$ cat config.mk
export PLATFORM = sky130hd
export DESIGN_NAME = qix_vram_ctrl
export DESIGN_NICKNAME = d
export VERILOG_FILES = /design/src/rtl/qix_pkg.sv /design/src/rtl/qix_vram_fill.sv /design/src/rtl/qix_vram_ctrl.sv
export SDC_FILE = /design/constraint.sdc
export NUM_CORES = 1
export LEC_CHECK = 0
export CORE_MARGIN = 4
export CORE_UTILIZATION = 44
export DETAILED_ROUTE_END_ITERATION = 10
export GPL_TIMING_DRIVEN = 0
export PLACE_DENSITY = 0.8
export SLEW_MARGIN = 30
export SYNTH_ARGS = -nofsm -noshare
export SYNTH_HDL_FRONTEND = slang
export SYNTH_SLANG_ARGS = --single-unit
$ cat constraint.sdc
create_clock -name clk -period 1.89 [get_ports clk]
set_input_delay 0.378 -clock clk [delete_from_list [all_inputs] [get_ports clk]]
set_output_delay 0.378 -clock clk [all_outputs]
set_load 0.02 [all_outputs]
$ cat src/rtl/qix_pkg.sv
// qix_pkg: types and constants shared by the framebuffer CPU-port controller.
//   vram_sel_t        - decoded video-CPU target (direct window, latched data,
//                       latched address high byte, latched address low byte)
//   vram_ctrl_state_t - sequencer states
//   VRAM_SIZE         - framebuffer size in bytes
//   FILL_CNT_W        - fill counter width: one address bit per byte plus a done flag
package qix_pkg;

  typedef enum logic [1:0] {
    DIRECT   = 2'd0,
    LDATA    = 2'd1,
    LADDR_HI = 2'd2,
    LADDR_LO = 2'd3
  } vram_sel_t;

  typedef enum logic [2:0] {
    IDLE    = 3'd0,
    ISSUE   = 3'd1,
    CAPTURE = 3'd2,
    ACK     = 3'd3,
    FILL    = 3'd4
  } vram_ctrl_state_t;

  localparam int unsigned VRAM_SIZE  = 65536;
  localparam int unsigned FILL_CNT_W = $clog2(VRAM_SIZE) + 1;

endpackage

$ cat src/rtl/qix_vram_fill.sv
// qix_vram_fill: fill engine for the framebuffer. Present only when the
// QIX_VRAM_FILL_EN macro is defined.
//   clk, reset_n - clock, synchronous active-low reset (aborts a fill)
//   start        - pulse; begins a fill when idle, ignored while busy
//   value        - fill byte, captured on an accepted start
//   step         - the controller issued the write for addr this cycle
//   busy         - fill in progress
//   done         - every address has been issued; busy drops next cycle
//   addr         - next framebuffer address to write
//   fill_byte    - captured fill byte
`ifdef QIX_VRAM_FILL_EN
module qix_vram_fill
  import qix_pkg::*;
(
  input  logic        clk,
  input  logic        reset_n,
  input  logic        start,
  input  logic [7:0]  value,
  input  logic        step,
  output logic        busy,
  output logic        done,
  output logic [15:0] addr,
  output logic [7:0]  fill_byte
);

  logic [FILL_CNT_W-1:0] cnt_q, cnt_d;
  logic [7:0]            value_q, value_d;
  logic                  busy_q, busy_d;

  always_comb begin
    cnt_d   = cnt_q;
    value_d = value_q;
    busy_d  = busy_q;
    if (busy_q) begin
      // The done flag is set by the step that issued address 0xFFFF, so busy
      // drops exactly one cycle after that write is on the bus.
      if (cnt_q[FILL_CNT_W-1]) begin
        busy_d = 1'b0;
        cnt_d  = '0;
      end else if (step) begin
        cnt_d = cnt_q + FILL_CNT_W'(1);
      end
    end else if (start) begin
      busy_d  = 1'b1;
      value_d = value;
      cnt_d   = '0;
    end
  end

  always_ff @(posedge clk) begin
    if (!reset_n) begin
      cnt_q   <= '0;
      value_q <= '0;
      busy_q  <= 1'b0;
    end else begin
      cnt_q   <= cnt_d;
      value_q <= value_d;
      busy_q  <= busy_d;
    end
  end

  assign busy      = busy_q;
  assign done      = cnt_q[FILL_CNT_W-1];
  assign addr      = cnt_q[15:0];
  assign fill_byte = value_q;

endmodule
`endif

$ cat src/rtl/qix_vram_ctrl.sv
// qix_vram_ctrl: sequencer/arbiter in front of the framebuffer CPU port.
// Converts held video-CPU requests into single-cycle BRAM strobes, owns the
// $9402/$9403 latched-address registers and captures read data one cycle
// after the address is presented. Optional fill engine (macro
// QIX_VRAM_FILL_EN) shares the latched write path at lower priority.
//   clk, reset_n         - clock, synchronous active-low reset
//   cpu_req/rnw/sel      - held request, direction, target select
//   cpu_addr/cpu_din     - direct offset, write data
//   cpu_dout/cpu_ack     - read data (held), one-cycle completion pulse
//   fill_start/value     - fill trigger and byte; fill_busy status
//   vram_addr/we/din     - direct port (bank bit comes from latch hi[7])
//   vram_latch_*         - latched port address, strobe and data
//   vram_dout            - framebuffer port-A read register
// All vram_* outputs and cpu_ack are registered.
module qix_vram_ctrl
  import qix_pkg::*;
(
  input  logic        clk,
  input  logic        reset_n,
  input  logic        cpu_req,
  input  logic        cpu_rnw,
  input  logic [1:0]  cpu_sel,
  input  logic [14:0] cpu_addr,
  input  logic [7:0]  cpu_din,
  output logic [7:0]  cpu_dout,
  output logic        cpu_ack,
  input  logic        fill_start,
  input  logic [7:0]  fill_value,
  output logic        fill_busy,
  output logic [14:0] vram_addr,
  output logic        vram_we,
  output logic [7:0]  vram_din,
  output logic [7:0]  vram_latch_addr_hi,
  output logic [7:0]  vram_latch_addr_lo,
  output logic        vram_latch_we,
  output logic [7:0]  vram_latch_din,
  input  logic [7:0]  vram_dout
);

  vram_ctrl_state_t state_q, state_d;
  vram_sel_t        sel;

  logic [7:0]  hi_q, hi_d, lo_q, lo_d;
  logic [7:0]  cpu_dout_q, cpu_dout_d;
  logic        cpu_ack_q, cpu_ack_d;
  logic [14:0] vram_addr_q, vram_addr_d;
  logic        vram_we_q, vram_we_d;
  logic [7:0]  vram_din_q, vram_din_d;
  logic [7:0]  latch_hi_q, latch_hi_d, latch_lo_q, latch_lo_d;
  logic        latch_we_q, latch_we_d;
  logic [7:0]  latch_din_q, latch_din_d;

  logic        fill_busy_w, fill_pending, fill_issue;
  logic [15:0] fill_addr_w;
  logic [7:0]  fill_byte_w;

  assign sel = vram_sel_t'(cpu_sel);

`ifdef QIX_VRAM_FILL_EN
  logic fill_done_w;

  qix_vram_fill u_fill (
    .clk       (clk),
    .reset_n   (reset_n),
    .start     (fill_start),
    .value     (fill_value),
    .step      (fill_issue),
    .busy      (fill_busy_w),
    .done      (fill_done_w),
    .addr      (fill_addr_w),
    .fill_byte (fill_byte_w)
  );

  assign fill_pending = fill_busy_w & ~fill_done_w;
`else
  logic unused_fill;
  assign unused_fill  = ^{fill_start, fill_value};
  assign fill_busy_w  = 1'b0;
  assign fill_pending = 1'b0;
  assign fill_addr_w  = '0;
  assign fill_byte_w  = '0;
`endif

  // A fill byte is issued only when the CPU is not requesting; cpu_req rising
  // during FILL suppresses the write and the counter step in the same cycle.
  assign fill_issue = fill_pending & ~cpu_req & ((state_q == IDLE) | (state_q == FILL));

  // State register
  always_ff @(posedge clk) begin
    if (!reset_n) state_q <= IDLE;
    else          state_q <= state_d;
  end

  // Next-state logic
  always_comb begin
    state_d = state_q;
    case (state_q)
      IDLE: begin
        if (cpu_req) begin
          if (sel == LADDR_HI || sel == LADDR_LO) state_d = ACK;
          else                                    state_d = ISSUE;
        end else if (fill_issue) begin
          state_d = FILL;
        end
      end
      ISSUE:   state_d = cpu_rnw ? CAPTURE : ACK;
      CAPTURE: state_d = ACK;
      ACK:     state_d = IDLE;
      FILL:    state_d = fill_issue ? FILL : IDLE;
      default: state_d = IDLE;
    endcase
  end

  // Output logic: next values of the registered outputs and latch registers
  always_comb begin
    hi_d        = hi_q;
    lo_d        = lo_q;
    cpu_dout_d  = cpu_dout_q;
    cpu_ack_d   = (state_d == ACK);
    vram_addr_d = vram_addr_q;
    vram_we_d   = 1'b0;
    vram_din_d  = vram_din_q;
    latch_we_d  = 1'b0;
    latch_din_d = latch_din_q;

    case (state_q)
      IDLE: begin
        if (cpu_req) begin
          case (sel)
            LADDR_HI: begin
              if (cpu_rnw) cpu_dout_d = hi_q;
              else         hi_d       = cpu_din;
            end
            LADDR_LO: begin
              if (cpu_rnw) cpu_dout_d = lo_q;
              else         lo_d       = cpu_din;
            end
            DIRECT: begin
              vram_addr_d = cpu_addr;
              if (!cpu_rnw) begin
                vram_we_d  = 1'b1;
                vram_din_d = cpu_din;
              end
            end
            default: begin // LDATA
              if (cpu_rnw) begin
                // Port-A falls back to the direct path when no latched write
                // is active, so present the latched address there.
                vram_addr_d = {hi_q[6:0], lo_q};
              end else begin
                latch_we_d  = 1'b1;
                latch_din_d = cpu_din;
              end
            end
          endcase
        end
      end
      CAPTURE: cpu_dout_d = vram_dout;
      default: ;
    endcase

    if (fill_issue) begin
      latch_we_d  = 1'b1;
      latch_din_d = fill_byte_w;
    end

    // Latch address outputs follow the CPU registers except on fill writes.
    latch_hi_d = fill_issue ? fill_addr_w[15:8] : hi_d;
    latch_lo_d = fill_issue ? fill_addr_w[7:0]  : lo_d;
  end

  always_ff @(posedge clk) begin
    if (!reset_n) begin
      hi_q        <= '0;
      lo_q        <= '0;
      cpu_dout_q  <= '0;
      cpu_ack_q   <= 1'b0;
      vram_addr_q <= '0;
      vram_we_q   <= 1'b0;
      vram_din_q  <= '0;
      latch_hi_q  <= '0;
      latch_lo_q  <= '0;
      latch_we_q  <= 1'b0;
      latch_din_q <= '0;
    end else begin
      hi_q        <= hi_d;
      lo_q        <= lo_d;
      cpu_dout_q  <= cpu_dout_d;
      cpu_ack_q   <= cpu_ack_d;
      vram_addr_q <= vram_addr_d;
      vram_we_q   <= vram_we_d;
      vram_din_q  <= vram_din_d;
      latch_hi_q  <= latch_hi_d;
      latch_lo_q  <= latch_lo_d;
      latch_we_q  <= latch_we_d;
      latch_din_q <= latch_din_d;
    end
  end

  assign cpu_dout           = cpu_dout_q;
  assign cpu_ack            = cpu_ack_q;
  assign fill_busy          = fill_busy_w;
  assign vram_addr          = vram_addr_q;
  assign vram_we            = vram_we_q;
  assign vram_din           = vram_din_q;
  assign vram_latch_addr_hi = latch_hi_q;
  assign vram_latch_addr_lo = latch_lo_q;
  assign vram_latch_we      = latch_we_q;
  assign vram_latch_din     = latch_din_q;

endmodule

==> flow_summary.toml, run 1 <==
[place]
io_buffers = 94
dp_hpwl_um = 5960
gp_congestion = 0.776
placement.cell_area_um2 = 3840

[clocking]
cts_buffers = 9
htree_levels = 3
post_cts_buffers = 0
cts_sinks = 61
ctsRootBufferMaster = "clkbuf_8"
clk_latency_ns = 0.34
cts_buffer_depth = 2
cts_tree = "built"
cts_hold_buf = 0
clkTransAtPathRegs_ns = 0.07

[drt]
drt-vias-per-instance = 5.29
vias = 2434
drc = 0
drt_iter0_drc = 131
ant_nets = 0
dr.pass1.iters = 4
post_drt_wl_per_cell_um = 17.4
wl_um = 8020

[timing]
final-setup-viol-count = 0
hold_violations = 0
finalSetupTns_ns = 0
grt_setup_unrepaired = "no"
period_share_pct = 96.1
drv_slew = 0
clock_skew_ns = 0.00743
slew-limit-headroom_pct = 55.9
tightest_slew_ns = 0.662
period_minus_slack_ns = 1.82
fmax_mhz = 551

[yosys]
synth.area.top_cells = "dfxtp_1 44%, mux2i_1 20%, nand2_1 6.6%, a211oi_2 4.5%, a31oi_1 3.3%"
syn_inst = 274
synth-seq-cells = 61
synth_top_cell_by_area = "dfxtp_1"
synth_warnings = 0
yosysUniqueCellTypes = 34
synth_edf_count = 0
syn_area_per_cell_um2 = 10.2
synthArstFlopShare_pct = 0
yosysSeqAreaShare_pct = 43.6
netlist.area_leader.share_pct = 43.6
netlist_area_um2 = 2800
synthFlopType = "dfxtp_1"
synth_common_cells = "61 x dfxtp_1, 55 x mux2i_1, 49 x nand2_1, 15 x a31oi_1, 11 x clkbuf_1"
yosysMostFrequentCell = "dfxtp_1"

[global_routing]
grt_max_degree = 12
grt_overflow_total = 0
grt_pass1_vias = 2504
antenna_found_initial = 0
grt_use_total_pct = 21.5
grt_first_pass_wirelength_um = 12700

[layout]
multi_input_area_um2 = 1450
drive_gt1_share_pct = 15.6
area_delta_synth_final_pct = 45.5
seqCellArea_um2 = 1220
finish.utilization_pct = 67.3
num-fill-cells = 521
postLayoutCellArea_um2 = 4080
antenna_cells = 0
layout.nets = 430

[worst_setup_path]
rr_worst_depth = 4
crit_path_top_delay_cell = "dlygate4sd2_1"
worstPathCellList = "dlygate4sd2_1 -> inv_1 -> ha_1 -> buf_6 -> or2_1 -> buf_6 -> and3_1 -> buf_6 -> buf_6 -> a211oi_2"
criticalPathCategory = "input port to flop"
cp_max_fo = 10
crit_required_ns = 2.14
cp_num_buf_inv = 6
crit_arrival_ns = 2.07
cp.depth = 10
crit_top_cell = "buf_6"
cp-start-kind = "input port"
crit_family = "buffers and inverters"
cpPeakStageDelay_ns = 0.26
end_kind = "flop"

[power_and_ir_drop]
p_total_uw = 3020
powerDensity_nw_per_um2 = 740
leakagePower_uw = 0.00171
vdd_ir_drop_max_mv = 0.485

[floorplan]
die_w_um = 87.8
coreArea_um2 = 6060
io-pin-count = 105
num_rows = 28
start_util_pct = 46.2
die_area_um2 = 7710
die_y_um = 87.8

[worst_hold_path]
holdPathStages = 2
worst_hold_path_type = "flop to flop"

[outcome]
outcome = "completed"

[flow_run]
drv_cap = 0
-- metal layers --
layer	up-vias	global-route usage, %	share of wire (%)
li1	1198	-	-
met1	1135	27.7	44
met2	91	34.5	47
met3	10	6.02	8.1
met4	0	7.81	1.4
met5	-	0	0
-- cell families (layout without fill, tap and decap cells) --
family	Yosys count	in the layout	share of synthesized area (%)
buffers and inverters	28	138	5.31
DFF	61	61	43.6
AOI/OAI and AO/OA	44	44	13.0
and+or+nand+nor	73	73	13.3
other	1	2	0.134
muxes	63	63	22.9
adders and majority gates	4	4	1.79
-- worst paths after layout --
check / slack, ns / from / end
hold reg to reg: 0.46 / cpu_dout[2]$_SDFFE_PN0P_ / cpu_dout[2]$_SDFFE_PN0P_
setup reg to reg: 0.27 / state_q[2]$_SDFF_PN0_ / cpu_dout[4]$_SDFFE_PN0P_
setup / recovery: 0.07 / cpu_sel[0] / vram_addr[13]$_SDFFE_PN0P_
hold / removal: 0.46 / cpu_dout[2]$_SDFFE_PN0P_ / cpu_dout[2]$_SDFFE_PN0P_
-- registers in the layout, summed over array words and instances, names as in the netlist --
| register | flops |
|---|---|
| vram_latch_din | 8 |
| vram_we | 1 |
| cpu_ack | 1 |
| vram_din | 8 |
| vram_latch_we | 1 |
| state_q | 3 |
| cpu_dout | 8 |
| vram_latch_addr_lo | 8 |
| vram_addr | 15 |
| vram_latch_addr_hi | 8 |
-- per-stage QoR --
stage / setup slack, ns / hold slack [ns] / std cells
3_3_place_gp: -0.554 / 0.444 / 444
6_report: 0.0735 / 0.465 / 460
3_5_place_dp: -0.619 / 0.450 / 444
2_1_floorplan: 0.133 / 0.455 / 275
4_1_cts: 0.0663 / 0.468 / 460
5_1_grt: 0.00573 / 0.488 / 460
-- worst reg2reg max path: cells and delay by family (launching register included) --
kind | cells | cell delay [ns]
AND/OR/NAND/NOR | 1 | 0.68
multiplexers | 1 | 0.11
buffers and inverters | 1 | 0.20
AO/OA/AOI/OAI | 1 | 0.14
flip-flops | 1 | 0.36
-- power by group --
part | total (uW) | switching, uW | internal, uW
Combinational | 390 | 198 | 192
Clock | 1290 | 518 | 775
Sequential | 1340 | 22.3 | 1310
-- cells in the final DEF (no fill, tap or decap), types with 4 or more instances in the layout --
cell type / count
a211oi_1: 5
a211oi_2: 10
a31oi_1: 15
buf_2: 8
buf_6: 4
clkbuf_1: 5
clkbuf_2: 6
clkbuf_8: 10
clkdlybuf4s50_1: 92
dfxtp_1: 61
ha_1: 4
mux2_2: 8
mux2i_1: 55
nand2_1: 49
nand3b_1: 4
nor2_1: 4
o211ai_1: 8
or4b_1: 4
or4b_2: 4
-- timing repair --
action / in CTS / in global routing
setup endpoints to repair: 23 / 45
resized for setup: 3 / 11
endpoints found under the hold margin: 0 / 0
-- area by class of cell --
class | instances | share of cell area, %
clock inverter | 6 | 2.12
clock buffer | 10 | 3.37
tap | 75 | 2.30
multi-input combinational | 186 | 35.4
sequential | 61 | 29.9
inverter | 3 | 0.276
buffer | 25 | 3.56
timing repair buffer | 94 | 23.0
Note: power is estimated with default switching activity, not from simulation.
==> run 2: changes to the inputs <==
Settings changed: CAP_MARGIN set to 0, HOLD_SLACK_MARGIN set to 0.02.
==> results of run 2 <==
Same layout as run 1: the final DEF is identical, and so are final timing and power.
